--- config.mk ---
export PLATFORM = sky130hd
export DESIGN_NAME = com_csr_csr2apb_flat
export DESIGN_NICKNAME = d
export VERILOG_FILES = /design/src/rtl/com_csr_csr2apb_if.sv /design/src/rtl/com_csr_csr2apb.sv /design/src/flat_wrapper.sv
export SDC_FILE = /design/constraint.sdc
export NUM_CORES = 1
export LEC_CHECK = 0
export CAP_MARGIN = 20
export CELL_PAD_IN_SITES_DETAIL_PLACEMENT = 1
export CELL_PAD_IN_SITES_GLOBAL_PLACEMENT = 1
export CORE_ASPECT_RATIO = 1.5
export CORE_MARGIN = 5
export CORE_UTILIZATION = 28
export DETAILED_ROUTE_END_ITERATION = 16
export PLACE_DENSITY_LB_ADDON = 0.3
export SYNTH_ARGS = -nofsm -noshare
export SYNTH_HDL_FRONTEND = slang
export SYNTH_SLANG_ARGS = --single-unit
export TNS_END_PERCENT = 10
--- constraint.sdc ---
create_clock -name clk -period 1.8 [get_ports clk]
set_input_delay 0.54 -clock clk [delete_from_list [all_inputs] [get_ports clk]]
set_output_delay 0.54 -clock clk [all_outputs]
set_load 0.03 [all_outputs]
--- src/rtl/com_csr_csr2apb_if.sv ---
// Bus bundles for the CSR-to-APB master bridge.
// The CSR bundle carries the single-request handshake from the requester; the
// APB bundle carries the APB3/APB4 master signals toward the peripheral.

interface com_csr_csr2apb_csr_if #(
    parameter int AW_CSR = 16,
    parameter int DW     = 32
) ();
    localparam int SW = DW / 8;

    logic              csr_valid;
    logic              csr_write;
    logic [AW_CSR-1:0] csr_addr;
    logic [DW-1:0]     csr_wdata;
    logic [SW-1:0]     csr_wstrb;
    logic              csr_ready;
    logic [DW-1:0]     csr_rdata;
    logic              csr_err;

    // Requester side.
    modport master (
        output csr_valid, csr_write, csr_addr, csr_wdata, csr_wstrb,
        input  csr_ready, csr_rdata, csr_err
    );

    // Bridge side.
    modport slave (
        input  csr_valid, csr_write, csr_addr, csr_wdata, csr_wstrb,
        output csr_ready, csr_rdata, csr_err
    );
endinterface

interface com_csr_csr2apb_apb_if #(
    parameter int AW_APB = 32,
    parameter int DW     = 32
) ();
    localparam int SW = DW / 8;

    logic [AW_APB-1:0] PADDR;
    logic [2:0]        PPROT;
    logic              PSEL;
    logic              PENABLE;
    logic              PWRITE;
    logic [DW-1:0]     PWDATA;
    logic [SW-1:0]     PSTRB;
    logic              PREADY;
    logic [DW-1:0]     PRDATA;
    logic              PSLVERR;

    // Bridge side.
    modport master (
        output PADDR, PPROT, PSEL, PENABLE, PWRITE, PWDATA, PSTRB,
        input  PREADY, PRDATA, PSLVERR
    );

    // Peripheral side.
    modport slave (
        input  PADDR, PPROT, PSEL, PENABLE, PWRITE, PWDATA, PSTRB,
        output PREADY, PRDATA, PSLVERR
    );
endinterface

--- src/rtl/com_csr_csr2apb.sv ---
// CSR-to-APB master bridge.
// Takes one CSR request at a time, runs the matching APB SETUP/ACCESS
// transfer, and returns read data plus an error flag with a one-cycle
// csr_ready pulse. A programmable ACCESS-phase timeout aborts transfers to a
// slave that never raises PREADY. Every output is driven from a register.

module com_csr_csr2apb #(
    parameter int                AW_CSR       = 16,
    parameter int                DW           = 32,
    parameter int                SW           = DW / 8,
    parameter int                AW_APB       = 32,
    parameter logic [AW_APB-1:0] APB_BASEADDR = '0,
    parameter logic [2:0]        PPROT_VAL    = 3'b000,
    parameter int                TIMEOUT      = 256
) (
    input  logic                         clk,
    input  logic                         rst_n,
    com_csr_csr2apb_csr_if.slave         csr,
    com_csr_csr2apb_apb_if.master        apb,
    output logic                         err_timeout
);

    // Wait counter spans 0..TIMEOUT; keep at least one bit when disabled.
    localparam int             CW       = (TIMEOUT > 0) ? $clog2(TIMEOUT + 1) : 1;
    localparam logic [CW-1:0]  CNT_LAST = CW'((TIMEOUT > 0) ? (TIMEOUT - 1) : 0);

    typedef enum logic [1:0] {
        IDLE,
        SETUP,
        ACCESS,
        DONE
    } state_e;

    state_e            state_q, state_d;
    logic [CW-1:0]     cnt_q, cnt_d;
    logic [AW_APB-1:0] paddr_q, paddr_d;
    logic              pwrite_q, pwrite_d;
    logic [DW-1:0]     pwdata_q, pwdata_d;
    logic [SW-1:0]     pstrb_q, pstrb_d;
    logic              psel_q, psel_d;
    logic              penable_q, penable_d;
    logic              csr_ready_q, csr_ready_d;
    logic [DW-1:0]     csr_rdata_q, csr_rdata_d;
    logic              csr_err_q, csr_err_d;
    logic              err_timeout_q, err_timeout_d;

    // Next-state and next-output logic for the transfer sequencer.
    always_comb begin
        // NOTE: every _d gets a default first so no path through the case can infer a latch.
        state_d       = state_q;
        cnt_d         = cnt_q;
        paddr_d       = paddr_q;
        pwrite_d      = pwrite_q;
        pwdata_d      = pwdata_q;
        pstrb_d       = pstrb_q;
        psel_d        = psel_q;
        penable_d     = penable_q;
        csr_ready_d   = 1'b0;
        csr_rdata_d   = csr_rdata_q;
        csr_err_d     = csr_err_q;
        err_timeout_d = 1'b0;

        unique case (state_q)
            IDLE: begin
                if (csr.csr_valid) begin
                    // Base offset wraps naturally at AW_APB bits.
                    paddr_d  = APB_BASEADDR + AW_APB'(csr.csr_addr);
                    pwrite_d = csr.csr_write;
                    pwdata_d = csr.csr_wdata;
                    pstrb_d  = csr.csr_write ? csr.csr_wstrb : '0;
                    psel_d   = 1'b1;
                    state_d  = SETUP;
                end
            end

            SETUP: begin
                penable_d = 1'b1;
                cnt_d     = '0;
                state_d   = ACCESS;
            end

            ACCESS: begin
                if (apb.PREADY) begin
                    // A real response always beats a timeout landing on the same cycle.
                    psel_d      = 1'b0;
                    penable_d   = 1'b0;
                    csr_ready_d = 1'b1;
                    csr_err_d   = apb.PSLVERR;
                    csr_rdata_d = (!pwrite_q && !apb.PSLVERR) ? apb.PRDATA : '0;
                    state_d     = DONE;
                end else if (TIMEOUT != 0) begin
                    if (cnt_q == CNT_LAST) begin
                        psel_d        = 1'b0;
                        penable_d     = 1'b0;
                        csr_ready_d   = 1'b1;
                        csr_err_d     = 1'b1;
                        csr_rdata_d   = '0;
                        err_timeout_d = 1'b1;
                        state_d       = DONE;
                    end else begin
                        cnt_d = cnt_q + 1'b1;
                    end
                end
            end

            DONE: begin
                // Completion data is only meaningful during the csr_ready pulse.
                csr_rdata_d = '0;
                csr_err_d   = 1'b0;
                state_d     = IDLE;
            end

            default: state_d = IDLE;
        endcase
    end

    // State and output registers; reset aborts any transfer in flight.
    always_ff @(posedge clk or negedge rst_n) begin
        if (!rst_n) begin
            state_q       <= IDLE;
            cnt_q         <= '0;
            paddr_q       <= '0;
            pwrite_q      <= 1'b0;
            pwdata_q      <= '0;
            pstrb_q       <= '0;
            psel_q        <= 1'b0;
            penable_q     <= 1'b0;
            csr_ready_q   <= 1'b0;
            csr_rdata_q   <= '0;
            csr_err_q     <= 1'b0;
            err_timeout_q <= 1'b0;
        end else begin
            // NOTE: non-blocking so every register samples the pre-edge values.
            state_q       <= state_d;
            cnt_q         <= cnt_d;
            paddr_q       <= paddr_d;
            pwrite_q      <= pwrite_d;
            pwdata_q      <= pwdata_d;
            pstrb_q       <= pstrb_d;
            psel_q        <= psel_d;
            penable_q     <= penable_d;
            csr_ready_q   <= csr_ready_d;
            csr_rdata_q   <= csr_rdata_d;
            csr_err_q     <= csr_err_d;
            err_timeout_q <= err_timeout_d;
        end
    end

    assign apb.PADDR     = paddr_q;
    assign apb.PPROT     = PPROT_VAL;
    assign apb.PSEL      = psel_q;
    assign apb.PENABLE   = penable_q;
    assign apb.PWRITE    = pwrite_q;
    assign apb.PWDATA    = pwdata_q;
    assign apb.PSTRB     = pstrb_q;
    assign csr.csr_ready = csr_ready_q;
    assign csr.csr_rdata = csr_rdata_q;
    assign csr.csr_err   = csr_err_q;
    assign err_timeout   = err_timeout_q;

endmodule

--- src/flat_wrapper.sv ---
// flat-port wrapper written by rule: the top's interface ports become plain ports
module com_csr_csr2apb_flat 
#(
    parameter int                AW_CSR       = 16,
    parameter int                DW           = 32,
    parameter int                SW           = DW / 8,
    parameter int                AW_APB       = 32,
    parameter logic [AW_APB-1:0] APB_BASEADDR = '0,
    parameter logic [2:0]        PPROT_VAL    = 3'b000,
    parameter int                TIMEOUT      = 256
)
  (clk, rst_n, err_timeout, csr_csr_valid, csr_csr_write, csr_csr_addr, csr_csr_wdata, csr_csr_wstrb, csr_csr_ready, csr_csr_rdata, csr_csr_err, apb_PADDR, apb_PPROT, apb_PSEL, apb_PENABLE, apb_PWRITE, apb_PWDATA, apb_PSTRB, apb_PREADY, apb_PRDATA, apb_PSLVERR);
  com_csr_csr2apb_csr_if #(.AW_CSR(AW_CSR), .DW(DW)) csr_i ();
  com_csr_csr2apb_apb_if #(.AW_APB(AW_APB), .DW(DW)) apb_i ();
  input  logic clk;
  input  logic rst_n;
  output logic err_timeout;
  input wire logic [$bits(csr_i.csr_valid)-1:0] csr_csr_valid;
  input wire logic [$bits(csr_i.csr_write)-1:0] csr_csr_write;
  input wire logic [$bits(csr_i.csr_addr)-1:0] csr_csr_addr;
  input wire logic [$bits(csr_i.csr_wdata)-1:0] csr_csr_wdata;
  input wire logic [$bits(csr_i.csr_wstrb)-1:0] csr_csr_wstrb;
  output wire logic [$bits(csr_i.csr_ready)-1:0] csr_csr_ready;
  output wire logic [$bits(csr_i.csr_rdata)-1:0] csr_csr_rdata;
  output wire logic [$bits(csr_i.csr_err)-1:0] csr_csr_err;
  output wire logic [$bits(apb_i.PADDR)-1:0] apb_PADDR;
  output wire logic [$bits(apb_i.PPROT)-1:0] apb_PPROT;
  output wire logic [$bits(apb_i.PSEL)-1:0] apb_PSEL;
  output wire logic [$bits(apb_i.PENABLE)-1:0] apb_PENABLE;
  output wire logic [$bits(apb_i.PWRITE)-1:0] apb_PWRITE;
  output wire logic [$bits(apb_i.PWDATA)-1:0] apb_PWDATA;
  output wire logic [$bits(apb_i.PSTRB)-1:0] apb_PSTRB;
  input wire logic [$bits(apb_i.PREADY)-1:0] apb_PREADY;
  input wire logic [$bits(apb_i.PRDATA)-1:0] apb_PRDATA;
  input wire logic [$bits(apb_i.PSLVERR)-1:0] apb_PSLVERR;
  assign csr_i.csr_valid = csr_csr_valid;
  assign csr_i.csr_write = csr_csr_write;
  assign csr_i.csr_addr = csr_csr_addr;
  assign csr_i.csr_wdata = csr_csr_wdata;
  assign csr_i.csr_wstrb = csr_csr_wstrb;
  assign csr_csr_ready = csr_i.csr_ready;
  assign csr_csr_rdata = csr_i.csr_rdata;
  assign csr_csr_err = csr_i.csr_err;
  assign apb_PADDR = apb_i.PADDR;
  assign apb_PPROT = apb_i.PPROT;
  assign apb_PSEL = apb_i.PSEL;
  assign apb_PENABLE = apb_i.PENABLE;
  assign apb_PWRITE = apb_i.PWRITE;
  assign apb_PWDATA = apb_i.PWDATA;
  assign apb_PSTRB = apb_i.PSTRB;
  assign apb_i.PREADY = apb_PREADY;
  assign apb_i.PRDATA = apb_PRDATA;
  assign apb_i.PSLVERR = apb_PSLVERR;
  com_csr_csr2apb #(.AW_CSR(AW_CSR), .DW(DW), .SW(SW), .AW_APB(AW_APB), .APB_BASEADDR(APB_BASEADDR), .PPROT_VAL(PPROT_VAL), .TIMEOUT(TIMEOUT)) u_core (.clk(clk), .rst_n(rst_n), .csr(csr_i), .apb(apb_i), .err_timeout(err_timeout));
endmodule
; ---- Yosys cells after proc, flatten, opt, wreduce, memory -nomap -nowiden
; Index checks and enable logic that the tools add are counted.
[classes]
div = 0
muxes = 25
mul = 0
add_sub_neg = 1
shift = 0
n_eq_ne = 8
n_bitwise = 0
reduce_logical = 13
n_lt_le_gt_ge = 0
[op_table]
columns = op, n
row1 = two-way mux 32 bit, 3
row2 = case mux 32 bit (2 select lines), 1
row3 = two-way mux 9 bit, 2
row4 = case mux 9 bit (2 select lines), 1
row5 = two-way mux 1 bit, 10
row6 = adder 9 x 1 -> 9 bit (second input constant), 1
row7 = equality test 9 x 8 -> 1 bit (second input constant), 1
row8 = case mux 2 bit (4 select lines), 1
row9 = AND reduction 2 bit, 4
row10 = two-way mux 2 bit, 3
row11 = != test 2 bit (second input constant), 3
row12 = case mux 1 bit (2 select lines), 3
row13 = AND reduction 3 bit, 2
row14 = nonzero test 2 bit, 3
row15 = equality test 2 bit (second input constant), 2
row16 = two-way mux 4 bit, 1
row17 = != test 3 x 2 -> 1 bit (second input constant), 1
row18 = equality test 2 x 1 -> 1 bit (second input constant), 1
row19 = zero test 1 bit, 2
row20 = zero test 2 bit, 1
row21 = logical AND 1 bit, 1
[word_totals]
register_bits = 101
mem_bits_ro = 0
ramBits = 0
n_memories = 0
out_inout_bits = 109
latchBits = 0

; ---- Logic depth before layout (Yosys ltp)
; Gate-level depths: netlist of run 1.
[depth]
word_depth = 5
depth_mapped = 8
ltp_nobuf = 7

; ---- Worst setup path after synthesis of run 1
; No wires, ideal clock.
[synth_path]
kind = register -> register
startpoint = reg u_core.cnt_q[0]
endpoint = reg u_core.cnt_q[5]
path_stages_with_launch = 9
t_required_ns = 1.722
period_less_slack_ns = 1.960
arrival_time_ns = 1.882
setup_slack_ns = -0.160
setup_ns = 0.078
cell_sequence = dfrtp_1 ha_1 nand3_1 nor2_1 ha_1 or2_1 clkbuf_2 or4_1 a21oi_1
[synth_via]
elab_chain_cells = 4
word_cells_on_any_way = 7
classes_between = add/sub (1) / eq/ne (2) / mux (3) / reduce/logical (1)
[synth_rtl]
columns = element, line
row1 = from (decl), com_csr_csr2apb.sv:35  ; logic [CW-1:0] cnt_q, cnt_d;
row2 = from (signal assigned), com_csr_csr2apb.sv:135  ; cnt_q <= cnt_d;
row3 = adder 9 x 1 -> 9 bit, com_csr_csr2apb.sv:101  ; cnt_d = cnt_q + 1'b1;
row4 = two-way mux 9 bit, com_csr_csr2apb.sv:92  ; if (cnt_q == CNT_LAST) begin
row5 = two-way mux 9 bit, com_csr_csr2apb.sv:83  ; if (apb.PREADY) begin
row6 = case mux 9 bit (2 select lines), com_csr_csr2apb.sv:63  ; unique case (state_q)
; Several ways; a longest one is shown, not always the timed one. The select of a mux whose other input is x is not followed.
; A chain may end at the register's enable or synchronous reset.

; ---- Worst setup path in the final report of run 1
[layout_path]
startpoint = reg u_core.cnt_q[1]
endpoint = reg u_core.cnt_q[7]
; Same word-level chain as after synthesis.

==> results of run 1 <==
-- worst max path at each step --
| stage | endpoint | cells past startpoint | startpoint |
|---|---|---|---|
| after global placement | u_core.cnt_q[7] | 4 | apb_PREADY |
| after global routing | u_core.cnt_q[7] | 7 | u_core.cnt_q[1] |
| after detailed placement | u_core.cnt_q[5] | 4 | apb_PREADY |
| after CTS | u_core.cnt_q[5] | 7 | u_core.cnt_q[1] |
| final | u_core.cnt_q[7] | 7 | u_core.cnt_q[1] |
| after floorplan | u_core.cnt_q[5] | 8 | u_core.cnt_q[1] |
-- cell families (layout without fill, tap and decap cells) --
kind of cell | Yosys count | in the layout | share of synthesized area [%]
DFF | 101 | 101 | 61.53
AOI/OAI and AO/OA | 62 | 62 | 11.61
muxes | 51 | 51 | 13.92
buffers and inverters | 41 | 230 | 5.787
and+or+nand+nor | 39 | 39 | 4.935
adders and majority gates | 7 | 7 | 2.132
other | 1 | 19 | 0.09129
-- area by class of cell --
cell class | instances | area (µm²)
Inverter | 7 | 26.28
Clock buffer | 11 | 242.7
Tap cell | 196 | 245.2
Fill cell | 1581 | 7939
Sequential cell | 101 | 2527
Multi-Input combinational cell | 178 | 1486
Timing Repair Buffer | 207 | 1949
Clock inverter | 5 | 42.54
-- power by group --
part	switching, mW	internal [mW]	total (mW)
combinational	3.08	2.04	5.12
sequential	0.402	3.10	3.50
clock	0.864	0.992	1.86
total	4.35	6.13	10.5
-- worst max-delay path: stages, from the launching register on --
cell and delay (ps):
dfrtp_1 390, ha_2 200, nand3_2 100, nor2_4 50
ha_4 170, or2_4 250, or4_1 470, a21oi_1 150
-- registers in the layout, summed over array words and instances, names as in the netlist --
name	cells
u_core.apb.PWDATA	32
u_core.csr.csr_rdata	32
u_core.apb.PADDR	16
u_core.cnt_q	9
u_core.apb.PSTRB	4
u_core.state_q	2
u_core.apb.PENABLE	1
u_core.apb.PSEL	1
u_core.apb.PWRITE	1
u_core.csr.csr_err	1
u_core.csr.csr_ready	1
u_core.err_timeout	1
-- layout by cell type (no fill, tap or decap), drive strengths merged --
master,n
a21o,1
a21oi,6
a22o,34
a2bb2oi,2
a31oi,1
buf,29
clkbuf,11
clkdlybuf4s50,88
clkinv,2
clkinvlp,1
conb,19
dfrtp,101
dlygate4sd2,90
ha,7
inv,9
mux2,49
mux2i,2
nand2,14
nand3,4
nand3b,1
nand4,2
nand4bb,1
nor2,6
nor2b,2
nor3,1
nor3b,1
o211ai,2
o21ai,9
o22ai,1
o2bb2ai,3
o31ai,2
o32a,1
or2,1
or3,1
or3b,1
or4,4
-- cell usage after synthesis (all sizes together) (2+ instances only) --
library cell  instances
dfrtp               101
mux2                 49
a22o                 34
buf                  24
nand2                14
clkbuf               10
o21ai                 9
ha                    7
inv                   7
a21oi                 6
nor2                  6
nand3                 4
or4                   4
o2bb2ai               3
a2bb2oi               2
mux2i                 2
nand4                 2
nor2b                 2
o211ai                2
o31ai                 2
-- layer usage --
metal | vias up | track usage (%)
li1 | 1452 | -
met3 | 15 | 3.651
met4 | 0 | 4.874
met5 | - | 0
met1 | 1506 | 14.77
met2 | 130 | 25.16
-- metrics by stage --
stage          setup TNS [ps]  setup WS, ps  cells  hold WS (ps)  total power, mW
6_report               -51.81        -34.09    705         53.95            10.48
5_1_grt                 -1629        -95.27    705         46.22            11.11
4_1_cts                -263.1        -99.82    703         41.70            10.63
3_5_place_dp           -10190        -323.5    687         416.9            9.307
3_3_place_gp            -8004        -274.6    687         414.4            9.146
2_1_floorplan          -146.9        -73.48    320         244.4            6.695
-- what timing repair did --
item | CTS | global route
endpoints found under the setup margin | 100 | 42
buffers inserted | 0 | 2
pin swaps | 0 | 5
gates resized for setup | 92 | 12
endpoints found under the hold margin | 0 | 0
==> results.toml, run 1 <==
[place]
place_area_mm2 = 0.006269
dp_hpwl_mm = 9.405
gp_routability_congestion = 0.7181
portBuffers = 179

[job]
cap_violations = 0

[floorplanning]
core_area_mm2 = 0.01446
die_area_mm2 = 0.01724
std_cell_rows = 54
die_x_um = 108.9
dieHeight_um = 158.3
initial_core_util_pct = 28.41
pin_count = 199

[critical_path]
path_max_fanout = 6
crit_arrival_ps = 2100
crit_type = "flop to flop"
r2r_cells = 7
required_ps = 2060
r2r_slack_ps = -30
r2r_start = "u_core.cnt_q[1]"
startpoint_type = "flop"
cp-end-kind = "flop"
r2r_end = "u_core.cnt_q[7]"

[finish]
final_core_util_pct = 45.09
antenna_cells = 0
drive_above_1_share_pct = 21.41
fin_nets = 601
area_growth_pct = 58.73
finalInstanceArea_mm2 = 0.006520

[timing]
rsz0062_at_grt = "yes"
setup_viol = 2
skew_ps = 10.24
max_freq_mhz = 545.2
period_share_pct = 101.9
drv_slew = 0
hold_viol = 0
fin_crit_ps = 1834
setup_ws_ps = -34.09

[logic_synthesis]
synth-async-reset-ratio_pct = 100.0
postSynthCellCount = 302
synth_top_cell_by_area = "dfrtp_1"
ys_ff_latch = 101
synth_cell_types = 36
synth_flop_cell = "dfrtp_1"
syn-cell-area_mm2 = 0.004108
syn-mean-instance-area_um2 = 13.60
synth_area_leaders = "dfrtp_1, mux2_2, a22o_1"
ys_seq_area_share_pct = 61.53
synth_edf_count = 0
yosysWarningCount = 0
synth_top_cell_area_share_pct = 61.53

[grt]
globalRouteTotalUtil_pct = 13.63
grt_start_max_net_pins = 43
gr-total-overflow = 0
grt_pass1_vias = 3559
grt_pass1_wl_mm = 18.50
antenna_found_initial = 0

[route]
dr.pass1.iters = 4
wire_per_inst_um = 16.87
met2WireLength_mm = 6.505
m1WireLength_mm = 4.277
vias = 3103
top_layer_used = "met4"
vias_per_cell = 4.401
wl_met3_um = 821
finalWirelength_mm = 11.89
drc = 0
ant_nets = 0
drt-initial-drc-count = 55

[power]
p_per_area_mw_per_mm2 = 1607
leakagePower_nw = 3.093
ir_drop_mv = 0.4967

[clock_tree]
worstSkewPairLatency_ps = 330
cts.sinks = 101
path_clk_slew_ps = 70
h-tree-depth = 3
cts_buffers = 9
tritoncts = "done"
cts_buffer_depth = 2
clock-root-buffer = "clkbuf_16"
postCtsHoldBufs = 0

[outcome]
outcome = "finished with violations"
violations = "negative setup slack"

[worst_hold_path]
hold_path_class = "primary input to async pin"
No activity file was read; power rests on OpenSTA's default activity.
==> inputs of run 2 (changes only) <==
- CORE_MARGIN: 5 -> unset
- CORE_UTILIZATION: 28 -> 33
- clock period: 1.8 -> 2.35 ns (I/O delays scaled with it)
==> results.toml, run 2 (synthesis results as in run 1) <==
[grt]
grt_pass1_vias = 3446
grt_start_max_net_pins = 51
grt_pass1_wl_mm = 18.50
globalRouteTotalUtil_pct = 18.84
gr-total-overflow = 0
antenna_found_initial = 0

[finish]
drive_above_1_share_pct = 15.54
final_cell_mix = "clkdlybuf4s50_1, dfrtp_1, mux2_2, a22o_1, conb_1"
instances_no_fill = 642
fin_nets = 581
area_growth_pct = 55.25
layout_commonest_cell = "clkdlybuf4s50_1"
antenna_cells = 0

[timing]
hold_viol = 0
skew_ps = 7.258
fin_setup_tns_ps = 0
worst_pin_slew_ps = 538.4
rsz0062_at_grt = "no"
period_share_pct = 92.44
setup_viol = 0
drv_slew = 0
max_freq_mhz = 460.4
fin_crit_ps = 2172
slew_headroom_pct = 64.11

[floorplanning]
initial_core_util_pct = 34.01
core_area_mm2 = 0.01208
std_cell_rows = 49
die_area_mm2 = 0.01291
dieHeight_um = 138.6
pin_count = 199
die_x_um = 93.10

[place]
gp_routability_congestion = 0.7472
dp.cells = 626
portBuffers = 179
dp_hpwl_mm = 8.659

[power]
power.switching_mw = 3.344
combPwrFrac_pct = 49.9
clock_power_share_pct = 18.0
leakagePower_nw = 2.750
p_seq_share_pct = 32.1
swShare_pct = 39.51
ir_drop_mv = 0.6181
p_per_area_mw_per_mm2 = 1327
p_int_mw = 5.120

[route]
ant_nets = 0
vias = 3100
drt-initial-drc-count = 64
drc = 0
finalWirelength_mm = 11.52
vias_per_cell = 4.829
dr.pass1.iters = 2
wire_per_inst_um = 17.95

[clock_tree]
cts_buffers = 9
worstSkewPairLatency_ps = 350
cts.sinks = 101
post_cts_resize_count = 0
path_clk_slew_ps = 70
postCtsHoldBufs = 0
clock-root-buffer = "clkbuf_16"
h-tree-depth = 3
post-cts-setup-buffer-count = 0
tritoncts = "done"
cts_buffer_depth = 2

[critical_path]
path_max_fanout = 3
startpoint_type = "flop"
required_ps = 1640
crit_arrival_ps = 1470
crit_type = "flop to output pin"
critical-path-top-delay-family = "buffers and inverters"
path_buf_inv = 1
crit_path_top_delay_cell = "clkdlybuf4s50_1"
path_cells = "clkdlybuf4s50_1"
cpPeakStageDelay_ps = 710
cp-end-kind = "output pin"

[outcome]
outcome = "finished clean"

[job]
cap_violations = 0

[worst_hold_path]
hold_path_class = "primary input to async pin"
==> run 2: final timing paths <==
| path | startpoint | endpoint | slack, ps | cells past startpoint |
|---|---|---|---|---|
| max | u_core.apb.PWRITE | apb_PWRITE | 180 | 1 |
| max in group asynchronous | rst_n | u_core.cnt_q[5] | 1440 | 2 |
| min reg2reg | u_core.apb.PSTRB[1] | u_core.apb.PSTRB[1] | 490 | 2 |
| min | rst_n | u_core.apb.PWDATA[5] | 340 | 1 |
| min in group clk | u_core.apb.PSTRB[1] | u_core.apb.PSTRB[1] | 490 | 2 |
| max reg2reg | u_core.cnt_q[0] | u_core.cnt_q[7] | 200 | 7 |
==> run 2: through the flow <==
stage	util (%)	area (µm²)	setup slack (ps)	total power [mW]	hold slack, ps
global placement	50.30	6075	81.72	6.885	461.1
floorplan	-	4175	390.4	5.127	409.4
detailed placement	50.30	6075	2.345	7.022	480.3
CTS	52.80	6377	157.5	8.570	350.1
finish	52.80	6377	177.7	8.464	341.7
global route	52.80	6377	121.3	8.869	380.0
==> run 2: layout make-up <==
cell class	count	area [µm²]
fillers	1242	5700
flip-flops and latches	101	2527
repair buffers	187	1912
multi-input cells	178	1418
clock buffers	11	242.7
well taps	153	191.4
clock inverters	5	60.06
inverters	7	26.28
==> run 2: power by group through the flow <==
stage / Combinational [mW] / Clock [mW] / Sequential [mW]
CTS: 4.29 / 1.56 / 2.73
global route: 4.45 / 1.61 / 2.80
finish: 4.22 / 1.52 / 2.71
detailed placement: 4.27 / 0 / 2.75
global placement: 4.18 / 0 / 2.71
floorplan: 1.20 / 0 / 3.92
==> run 2: metal layers <==
| metal | wire length (µm) | GRT usage (%) |
|---|---|---|
| met2 | 6637 | 35.72 |
| met5 | 0 | 0 |
| met3 | 553 | 4.221 |
| met4 | 474 | 9.879 |
| met1 | 3859 | 18.43 |
